--- config.mk ---
export PLATFORM = sky130hd
export DESIGN_NAME = spi_ram_arbiter
export DESIGN_NICKNAME = d
export VERILOG_FILES = /design/src/rtl/spi_ram_arbiter_pkg.sv /design/src/rtl/spi_ram_arbiter_rr_pick2.sv /design/src/rtl/spi_ram_arbiter.sv
export SDC_FILE = /design/constraint.sdc
export NUM_CORES = 1
export LEC_CHECK = 0
export BUFFER_PORTS_ARGS = -buffer_cell sky130_fd_sc_hd__buf_2
export CAP_MARGIN = 10
export CORE_UTILIZATION = 49
export DETAILED_ROUTE_END_ITERATION = 16
export PLACE_DENSITY = 0.83
export SLEW_MARGIN = 20
export SYNTH_ARGS = -nofsm -noshare
export SYNTH_HDL_FRONTEND = slang
export SYNTH_SLANG_ARGS = --single-unit
--- constraint.sdc ---
create_clock -name clk -period 7.1 [get_ports clk]
set_input_delay 0.71 -clock clk [delete_from_list [all_inputs] [get_ports clk]]
set_output_delay 0.71 -clock clk [all_outputs]
set_load 0.05 [all_outputs]
--- src/rtl/spi_ram_arbiter_pkg.sv ---
// Shared types for the SPI/host RAM command arbiter: RAM command codes,
// arbiter states and the command-sequence rule used for protocol checking.
package spi_ram_arbiter_pkg;

    localparam int MEM_WIDTH_DEFAULT    = 8;
    localparam int LOCK_TIMEOUT_DEFAULT = 64;

    typedef enum logic [1:0] {
        WR_ADDR = 2'b00,
        WR_DATA = 2'b01,
        RD_ADDR = 2'b10,
        RD_DATA = 2'b11
    } ram_cmd_e;

    // Prefixed so they do not collide with the SPI slave FSM state names.
    typedef enum logic [1:0] {
        ARB_IDLE,
        ARB_LOCK_WR,
        ARB_LOCK_RD,
        ARB_WAIT_TX
    } arb_state_e;

    function automatic logic cmd_in_sequence(input arb_state_e st, input ram_cmd_e cmd);
        case (st)
            ARB_IDLE:    return (cmd == WR_ADDR) || (cmd == RD_ADDR);
            ARB_LOCK_WR: return cmd == WR_DATA;
            ARB_LOCK_RD: return cmd == RD_DATA;
            default:     return 1'b0;
        endcase
    endfunction

endpackage

--- src/rtl/spi_ram_arbiter_rr_pick2.sv ---
// Two-way round-robin pick: a lone requester wins, and on a tie the one that
// was not granted last time wins.
module rr_pick2 (
    input  logic req_a_i,
    input  logic req_b_i,
    input  logic last_b_i,
    output logic gnt_a_o,
    output logic gnt_b_o
);

    assign gnt_a_o = req_a_i && (!req_b_i || last_b_i);
    assign gnt_b_o = req_b_i && (!req_a_i || !last_b_i);

endmodule

--- src/rtl/spi_ram_arbiter.sv ---
// Shares the RAM command port between requester A (SPI slave) and B (host),
// locking ownership from an address command until its data command/read response.
module spi_ram_arbiter
    import spi_ram_arbiter_pkg::*;
#(
    parameter int MEM_WIDTH    = MEM_WIDTH_DEFAULT,
    parameter int LOCK_TIMEOUT = LOCK_TIMEOUT_DEFAULT
) (
    input  logic                 clk,
    input  logic                 rst_n,
    input  logic [MEM_WIDTH+1:0] a_rx_data,
    input  logic                 a_rx_valid,
    output logic                 a_ready,
    output logic                 a_tx_valid,
    input  logic [MEM_WIDTH+1:0] b_rx_data,
    input  logic                 b_rx_valid,
    output logic                 b_ready,
    output logic                 b_tx_valid,
    output logic [MEM_WIDTH-1:0] tx_data,
    output logic [MEM_WIDTH+1:0] ram_rx_data,
    output logic                 ram_rx_valid,
    input  logic [MEM_WIDTH-1:0] ram_dout,
    input  logic                 ram_tx_valid,
    output logic                 owner,
    output logic                 busy,
    output logic                 proto_err,
    output logic                 timeout
);

    localparam int TW = $clog2(LOCK_TIMEOUT + 1);
    localparam logic [TW-1:0] TIMER_LAST = TW'(LOCK_TIMEOUT - 1);

    arb_state_e           state_q, state_d;
    logic                 owner_q, owner_d;
    logic                 last_b_q, last_b_d;
    logic [TW-1:0]        timer_q, timer_d;
    logic [MEM_WIDTH+1:0] ram_rx_data_q, ram_rx_data_d;
    logic                 ram_rx_valid_q, ram_rx_valid_d;
    logic                 proto_err_q, proto_err_d;
    logic                 timeout_q, timeout_d;

    logic                 pick_a, pick_b;
    logic                 accept, accept_b, deliver;
    logic [MEM_WIDTH+1:0] acc_word;
    ram_cmd_e             acc_cmd;

    rr_pick2 u_pick (
        .req_a_i  (a_rx_valid),
        .req_b_i  (b_rx_valid),
        .last_b_i (last_b_q),
        .gnt_a_o  (pick_a),
        .gnt_b_o  (pick_b)
    );

    always_comb begin
        a_ready = 1'b0;
        b_ready = 1'b0;
        case (state_q)
            ARB_IDLE: begin
                a_ready = pick_a;
                b_ready = pick_b;
            end
            ARB_LOCK_WR, ARB_LOCK_RD: begin
                a_ready = a_rx_valid && !owner_q;
                b_ready = b_rx_valid && owner_q;
            end
            default: ;
        endcase
    end

    assign accept_b = b_rx_valid && b_ready;
    assign accept   = (a_rx_valid && a_ready) || accept_b;
    assign acc_word = accept_b ? b_rx_data : a_rx_data;
    assign acc_cmd  = ram_cmd_e'(acc_word[MEM_WIDTH+1 -: 2]);

    // Read data is routed straight through so the owner sees it in the RAM's cycle.
    assign deliver    = (state_q == ARB_WAIT_TX) && ram_tx_valid;
    assign a_tx_valid = deliver && !owner_q;
    assign b_tx_valid = deliver && owner_q;
    assign tx_data    = deliver ? ram_dout : '0;

    always_comb begin
        state_d        = state_q;
        owner_d        = owner_q;
        last_b_d       = last_b_q;
        timer_d        = '0;
        ram_rx_data_d  = ram_rx_data_q;
        ram_rx_valid_d = 1'b0;
        proto_err_d    = 1'b0;
        timeout_d      = 1'b0;

        // Priority: accepted command, then read delivery, then lock expiry.
        if (accept) begin
            owner_d        = accept_b;
            last_b_d       = accept_b;
            ram_rx_data_d  = acc_word;
            ram_rx_valid_d = 1'b1;
            proto_err_d    = !cmd_in_sequence(state_q, acc_cmd);
            case (acc_cmd)
                WR_ADDR: state_d = ARB_LOCK_WR;
                RD_ADDR: state_d = ARB_LOCK_RD;
                RD_DATA: state_d = ARB_WAIT_TX;
                default: state_d = ARB_IDLE;
            endcase
        end else if (deliver) begin
            state_d = ARB_IDLE;
        end else if (state_q != ARB_IDLE) begin
            if (timer_q == TIMER_LAST) begin
                state_d   = ARB_IDLE;
                timeout_d = 1'b1;
                last_b_d  = owner_q;
            end else begin
                timer_d = timer_q + TW'(1);
            end
        end
    end

    always_ff @(posedge clk or negedge rst_n) begin
        if (!rst_n) begin
            state_q        <= ARB_IDLE;
            owner_q        <= 1'b0;
            last_b_q       <= 1'b1;
            timer_q        <= '0;
            ram_rx_data_q  <= '0;
            ram_rx_valid_q <= 1'b0;
            proto_err_q    <= 1'b0;
            timeout_q      <= 1'b0;
        end else begin
            state_q        <= state_d;
            owner_q        <= owner_d;
            last_b_q       <= last_b_d;
            timer_q        <= timer_d;
            ram_rx_data_q  <= ram_rx_data_d;
            ram_rx_valid_q <= ram_rx_valid_d;
            proto_err_q    <= proto_err_d;
            timeout_q      <= timeout_d;
        end
    end

    assign ram_rx_data  = ram_rx_data_q;
    assign ram_rx_valid = ram_rx_valid_q;
    assign owner        = owner_q;
    assign busy         = (state_q != ARB_IDLE);
    assign proto_err    = proto_err_q;
    assign timeout      = timeout_q;

endmodule

==> impl_metrics.yaml, run 1 <==
routing:
  drc: 0
  drt_pass1_iterations: 4
  dr.first_iter.drc_count: 22
  detail_route.wl_per_cell_um: 12.6
  vias: 1097
  via_per_inst: 5.13
  finalWirelength_um: 2700
  antenna_left: 0
finish:
  drive_gt1_frac: 0.370
  nFillCells: 205
  area_growth_pct: 27.3
  num_antenna_cells: 0
  nets: 226
  final_util: 0.653
logic_synthesis:
  ys_top_cells_by_area: "dfrtp_1 46%, ha_1 7.9%, mux2i_1 7.1%"
  synth.avg_cell_area_um2: 10.1
  synth_flop_cell: "dfrtp_1"
  syn_nets: 166
  yosysUniqueCellTypes: 29
  netlist_instances: 125
  synth_edf_count: 0
  synthTopCellsByCount: "23 x dfrtp_1, 14 x nand2_1, 11 x nor2_1, 10 x inv_1"
  synth-seq-area-share: 0.478
  ys_ff_latch: 24
  synth_area_um2: 1260
  yosys_warnings: 0
  synth_largest_area_cell: "dfrtp_1"
  yosys.cell_count.top_type: "dfrtp_1"
  async_flop_share: 1.00
  synth_top_area_frac: 0.457
power:
  power_frac_clock: 0.092
  pwr-share-comb: 0.620
  swShare: 0.541
  p_int_mw: 0.355
  peakVddDrop_v: 0.000400
  p_switching_mw: 0.418
  power.leakage_nw: 0.931
  seq_power_share: 0.288
  cellPowerDensity_nw_per_um2: 482
setup_path:
  worstPathRequired_ns: 6.39
  startpoint_type: "flip-flop"
  r2r_cells: 9
  crit_arrival_ns: 2.43
  crit_fanout: 12
  worstSetupPathType: "reg -> out"
  end_kind: "output pin"
sta:
  finClkSkew_ns: 0.00450
  grt_setup_unrepaired: "no"
  final-hold-violation-count: 0
  setup_violations: 0
  finalMaxSlewViolations: 0
  min_period_ns: 3.14
  tightest_slew_ns: 0.856
  relSlewSlack: 0.429
  period_share: 0.442
  setup-tns-final_ns: 0
  max_freq_mhz: 319
die:
  core_area_um2: 2450
  die_y_um: 52.7
  initial_core_util: 0.513
  dieArea_um2: 2780
  io_pins: 60
  die_x_um: 52.7
  fp-row-count: 18
clock_network:
  numCtsBuffers: 3
  post_cts_buffers: 0
  ctsHoldBuffers: 0
  clk_pin_slew_ns: 0.13
  cts_num_sinks: 24
  h-tree-depth: 1
  cts_tree: "yes"
  cts-resized-gates: 0
  cts_max_path_buffers: 2
  cts_root_buffer: "clkbuf_4"
  clk_latency_ns: 0.31
global_route:
  grt_use_total: 0.209
  first_global_vias: 984
  grt_pass1_wl_um: 4180
  antenna_found_initial: 0
  grt_max_degree: 30
  grt-ovfl-total: 0
min_path:
  hold_path_class: "in -> async"
placement:
  gp_congestion: 0.762
  io_buffers: 59
  hpwl_um: 2150
run_status:
  status: "finished, final reports clean"
job:
  maxCapViolCount: 0
## logic make-up after synthesis
group	synth area share
XOR/XNOR	0.0278
buffers and inverters	0.0497
adder cells (fa/ha/maj)	0.0794
AO/OA/AOI/OAI	0.117
multiplexers	0.0914
AND/OR/NAND/NOR	0.157
flip-flops	0.478
## area by class of cell
| class | count | area, um^2 | share of cell area |
|---|---|---|---|
| Sequential cell | 24 | 602 | 0.375 |
| Inverter | 10 | 37.5 | 0.0234 |
| Timing Repair Buffer | 59 | 295 | 0.184 |
| Clock buffer | 4 | 36.3 | 0.0226 |
| Multi-Input combinational cell | 87 | 596 | 0.371 |
| Tap cell | 30 | 37.5 | 0.0234 |
## worst paths after layout
kind / start / end / slack [ns]
worst max-delay path: state_q[0] / b_ready / 3.96
worst min-delay path: rst_n / timer_q[5] / 0.35
worst max register to register: state_q[0] / proto_err / 4.22
worst min register to register: timer_q[0] / timer_q[0] / 0.48
max in group asynchronous: rst_n / last_b_q / 6.38
min in group clk: timer_q[0] / timer_q[0] / 0.48
## placed cells by master, fill, tap and decap left out, types with 3 or more instances in the layout
master	Yosys	routed
o21ai_1	9	9
and3_1	9	9
mux2i_1	9	9
nor2_1	11	11
buf_2	2	59
ha_1	8	8
nand3_1	4	4
dfrtp_1	23	23
nand2_1	14	14
o21ai_0	3	3
inv_1	10	10
clkbuf_4	0	3
## layer usage
layer	up-vias	global-route usage	wire length (um)	part of all wire
li1	547	-	-	-
met1	519	0.247	1150	0.43
met2	27	0.363	1420	0.53
met3	4	0.0406	85	0.031
met4	0	0.0877	39	0.014
met5	-	0	0	0
## state kept, by name (all words and copies together) (netlist names)
name	count
last_b_q	1
owner	1
proto_err	1
ram_rx_data	10
ram_rx_valid	1
state_q	2
timeout	1
timer_q	7
## through the flow
step	power (mW)	worst slack (ns)	instance area [um^2]	std cells	hold WS (ns)
after floorplan	0.606	4.22	1260	125	0.414
after global routing	0.821	3.85	1600	214	0.387
after CTS	0.777	3.95	1600	214	0.358
after global placement	0.692	4.39	1570	210	0.450
final	0.774	3.96	1600	214	0.354
after detailed placement	0.705	4.27	1570	210	0.464
## power by group through the flow
| stage | logic (mW) | registers (mW) | clock network (mW) |
|---|---|---|---|
| floorplan | 0.255 | 0.352 | 0 |
| global placement | 0.470 | 0.222 | 0 |
| detailed placement | 0.479 | 0.226 | 0 |
| CTS | 0.480 | 0.223 | 0.0740 |
| global route | 0.514 | 0.230 | 0.0776 |
| finish | 0.480 | 0.223 | 0.0713 |
## worst max-delay path, cell delays in order, from the launching register on
cell      delay (ns)
dfrtp_1         0.44
inv_1           0.09
ha_1            0.36
and3b_1         0.20
a2111o_1        0.65
inv_1           0.11
buf_2           0.26
(Power assumes the default switching activity.)
==> run 2, diff against run 1 <==
--- a/config.mk
+++ b/config.mk
@@ -7,9 +7,9 @@
 export LEC_CHECK = 0
 export BUFFER_PORTS_ARGS = -buffer_cell sky130_fd_sc_hd__buf_2
 export CAP_MARGIN = 10
-export CORE_UTILIZATION = 49
+export CORE_UTILIZATION = 45
 export DETAILED_ROUTE_END_ITERATION = 16
-export PLACE_DENSITY = 0.83
+export PLACE_DENSITY = 0.77
 export SLEW_MARGIN = 20
 export SYNTH_ARGS = -nofsm -noshare
 export SYNTH_HDL_FRONTEND = slang
==> constraint.sdc (replaced) <==
create_clock -name clk -period 3 [get_ports clk]
set_input_delay 0.3 -clock clk [delete_from_list [all_inputs] [get_ports clk]]
set_output_delay 0.3 -clock clk [all_outputs]
set_load 0.05 [all_outputs]
==> impl_metrics.yaml, run 2 (synthesis gave the netlist of run 1 again) <==
min_path:
  hold_path_class: "in -> reg"
  min_to: "ram_rx_data[4]"
  min_from: "b_rx_data[4]"
  worstHoldPathCells: 3
job:
  maxCapViolCount: 0
routing:
  dr.first_iter.drc_count: 13
  drc: 0
  antenna_left: 0
  detail_route.wl_per_cell_um: 13.1
  via_per_inst: 5.08
  finalWirelength_um: 2840
  drt_pass1_iterations: 4
  vias: 1103
clock_network:
  cts_root_buffer: "clkbuf_4"
  cts_max_path_buffers: 2
  cts_num_sinks: 24
  cts_tree: "yes"
  h-tree-depth: 1
  numCtsBuffers: 3
  cts-resized-gates: 0
  clk_pin_slew_ns: 0.13
  clk_latency_ns: 0.31
setup_path:
  r2r_cells: 9
  worstPathRequired_ns: 2.70
  cp_slowest_cell: "a2111o_1"
  critical_path_buf_inv_count: 4
  r2r-end: "proto_err"
  rr_startpoint: "state_q[0]"
  reg2reg_slack_ns: 0.27
  crit_top_cell: "inv_1"
  path_cells: "inv_1, ha_1, and3b_1, a2111o_1, buf_4, inv_1, buf_2"
  crit_fanout: 9
  crit_arrival_ns: 2.46
  worstSetupPathType: "reg -> out"
  end_kind: "output pin"
  critPathMaxStageDelay_ns: 0.50
  startpoint_type: "flip-flop"
  crit_family: "buffers and inverters"
sta:
  setup-tns-final_ns: 0
  tightest_slew_ns: 0.514
  grt_setup_unrepaired: "no"
  max_freq_mhz: 362
  finalMaxSlewViolations: 0
  relSlewSlack: 0.657
  finClkSkew_ns: 0.0117
  setup_ws_ns: 0.239
  final-hold-violation-count: 0
  period_share: 0.920
  setup_violations: 0
  min_period_ns: 2.76
finish:
  area_growth_pct: 30.6
  stdcell_count: 217
  nFillCells: 214
  final_cell_mix: "59 x buf_2, 23 x dfrtp_1, 14 x nand2_1, 11 x nor2_1, 10 x inv_1"
  nets: 229
  num_antenna_cells: 0
  drive_gt1_frac: 0.374
  final_common_cell: "buf_2"
  largest_reg_flops: 10
placement:
  pre_cts_ws_ns: 0.344
  io_buffers: 59
  dp_cells: 212
  gp_congestion: 0.718
  hpwl_um: 2210
die:
  fp-row-count: 18
  io_pins: 60
  dieArea_um2: 3020
  die_y_um: 54.9
  core_area_um2: 2570
  initial_core_util: 0.491
  die_x_um: 54.9
power:
  pwr-share-comb: 0.607
  peakVddDrop_v: 0.000923
  p_switching_mw: 1.00
  swShare: 0.522
  power.leakage_nw: 0.951
  p_int_mw: 0.921
  cellPowerDensity_nw_per_um2: 1170
  p_total_mw: 1.92
  seq_power_share: 0.274
  power_frac_clock: 0.118
global_route:
  antenna_found_initial: 0
  use_met3: 0.0656
  use_met1: 0.233
  grt_max_degree: 25
  use_met2: 0.341
  grt_pass1_wl_um: 4150
  grt-ovfl-total: 0
  first_global_vias: 944
  grt-busiest-layer: "met2"
  grt_use_total: 0.198
run_status:
  status: "finished, final reports clean"
-- run 2: cell count changes in the layout (fill, tap and decap cells not counted), sizes merged --
cell and delta:
buf +2, bufinv +1, clkbuf -1, dlygate4sd3 +1
-- run 2: tightest hold or removal path: cells and delay by family --
family | cells | cell delay (ns)
muxes | 1 | 0.05
AOI/OAI and AO/OA | 1 | 0.10
buffers and inverters | 1 | 0.07
-- run 2: cell type report --
type,count,area [um^2],area share
Inverter,10,37.5,0.0228
Tap cell,30,37.5,0.0228
Multi-Input combinational cell,87,596,0.362
Timing Repair Buffer,62,320,0.195
Sequential cell,24,602,0.366
Clock buffer,3,22.5,0.0137
Clock inverter,1,30.0,0.0183
-- run 2: worst max path at each step --
stage           endpoint  cells past startpoint  slack [ns]        from
3_5_place_dp   proto_err                      9        0.34  state_q[0]
5_1_grt        proto_err                      9        0.07  state_q[0]
3_3_place_gp   proto_err                      9        0.52  state_q[0]
6_report         b_ready                      7        0.24  state_q[0]
4_1_cts          b_ready                      7        0.24  state_q[0]
2_1_floorplan   last_b_q                      6        0.39  state_q[0]
-- run 2: timing repair --
item | CTS | global route
hold endpoints to repair | 23 | 0
hold buffers | 1 | 0
buffers inserted | 0 | 0
-- run 2: through the flow --
step | hold WS (ns) | area, um^2 | utilization
6_report | 0.245 | 1650 | 0.641
5_1_grt | 0.227 | 1650 | 0.641
4_1_cts | 0.235 | 1650 | 0.641
3_5_place_dp | 0.303 | 1580 | 0.616
3_3_place_gp | 0.296 | 1580 | 0.616
2_1_floorplan | 0.00441 | 1260 | -
-- run 2: layer usage --
metal  vias up  part of all wire
met5         -                 0
met4         0             0.015
met3         4             0.038
met2        25              0.52
met1       524              0.43
li1        550                 -
-- run 2: power by group through the flow --
stage / clock [mW] / sequential [mW] / combinational (mW)
6_report: 0.228 / 0.528 / 1.17
5_1_grt: 0.248 / 0.540 / 1.26
4_1_cts: 0.236 / 0.528 / 1.17
3_5_place_dp: 0 / 0.536 / 1.16
3_3_place_gp: 0 / 0.529 / 1.14
2_1_floorplan: 0 / 0.833 / 0.603
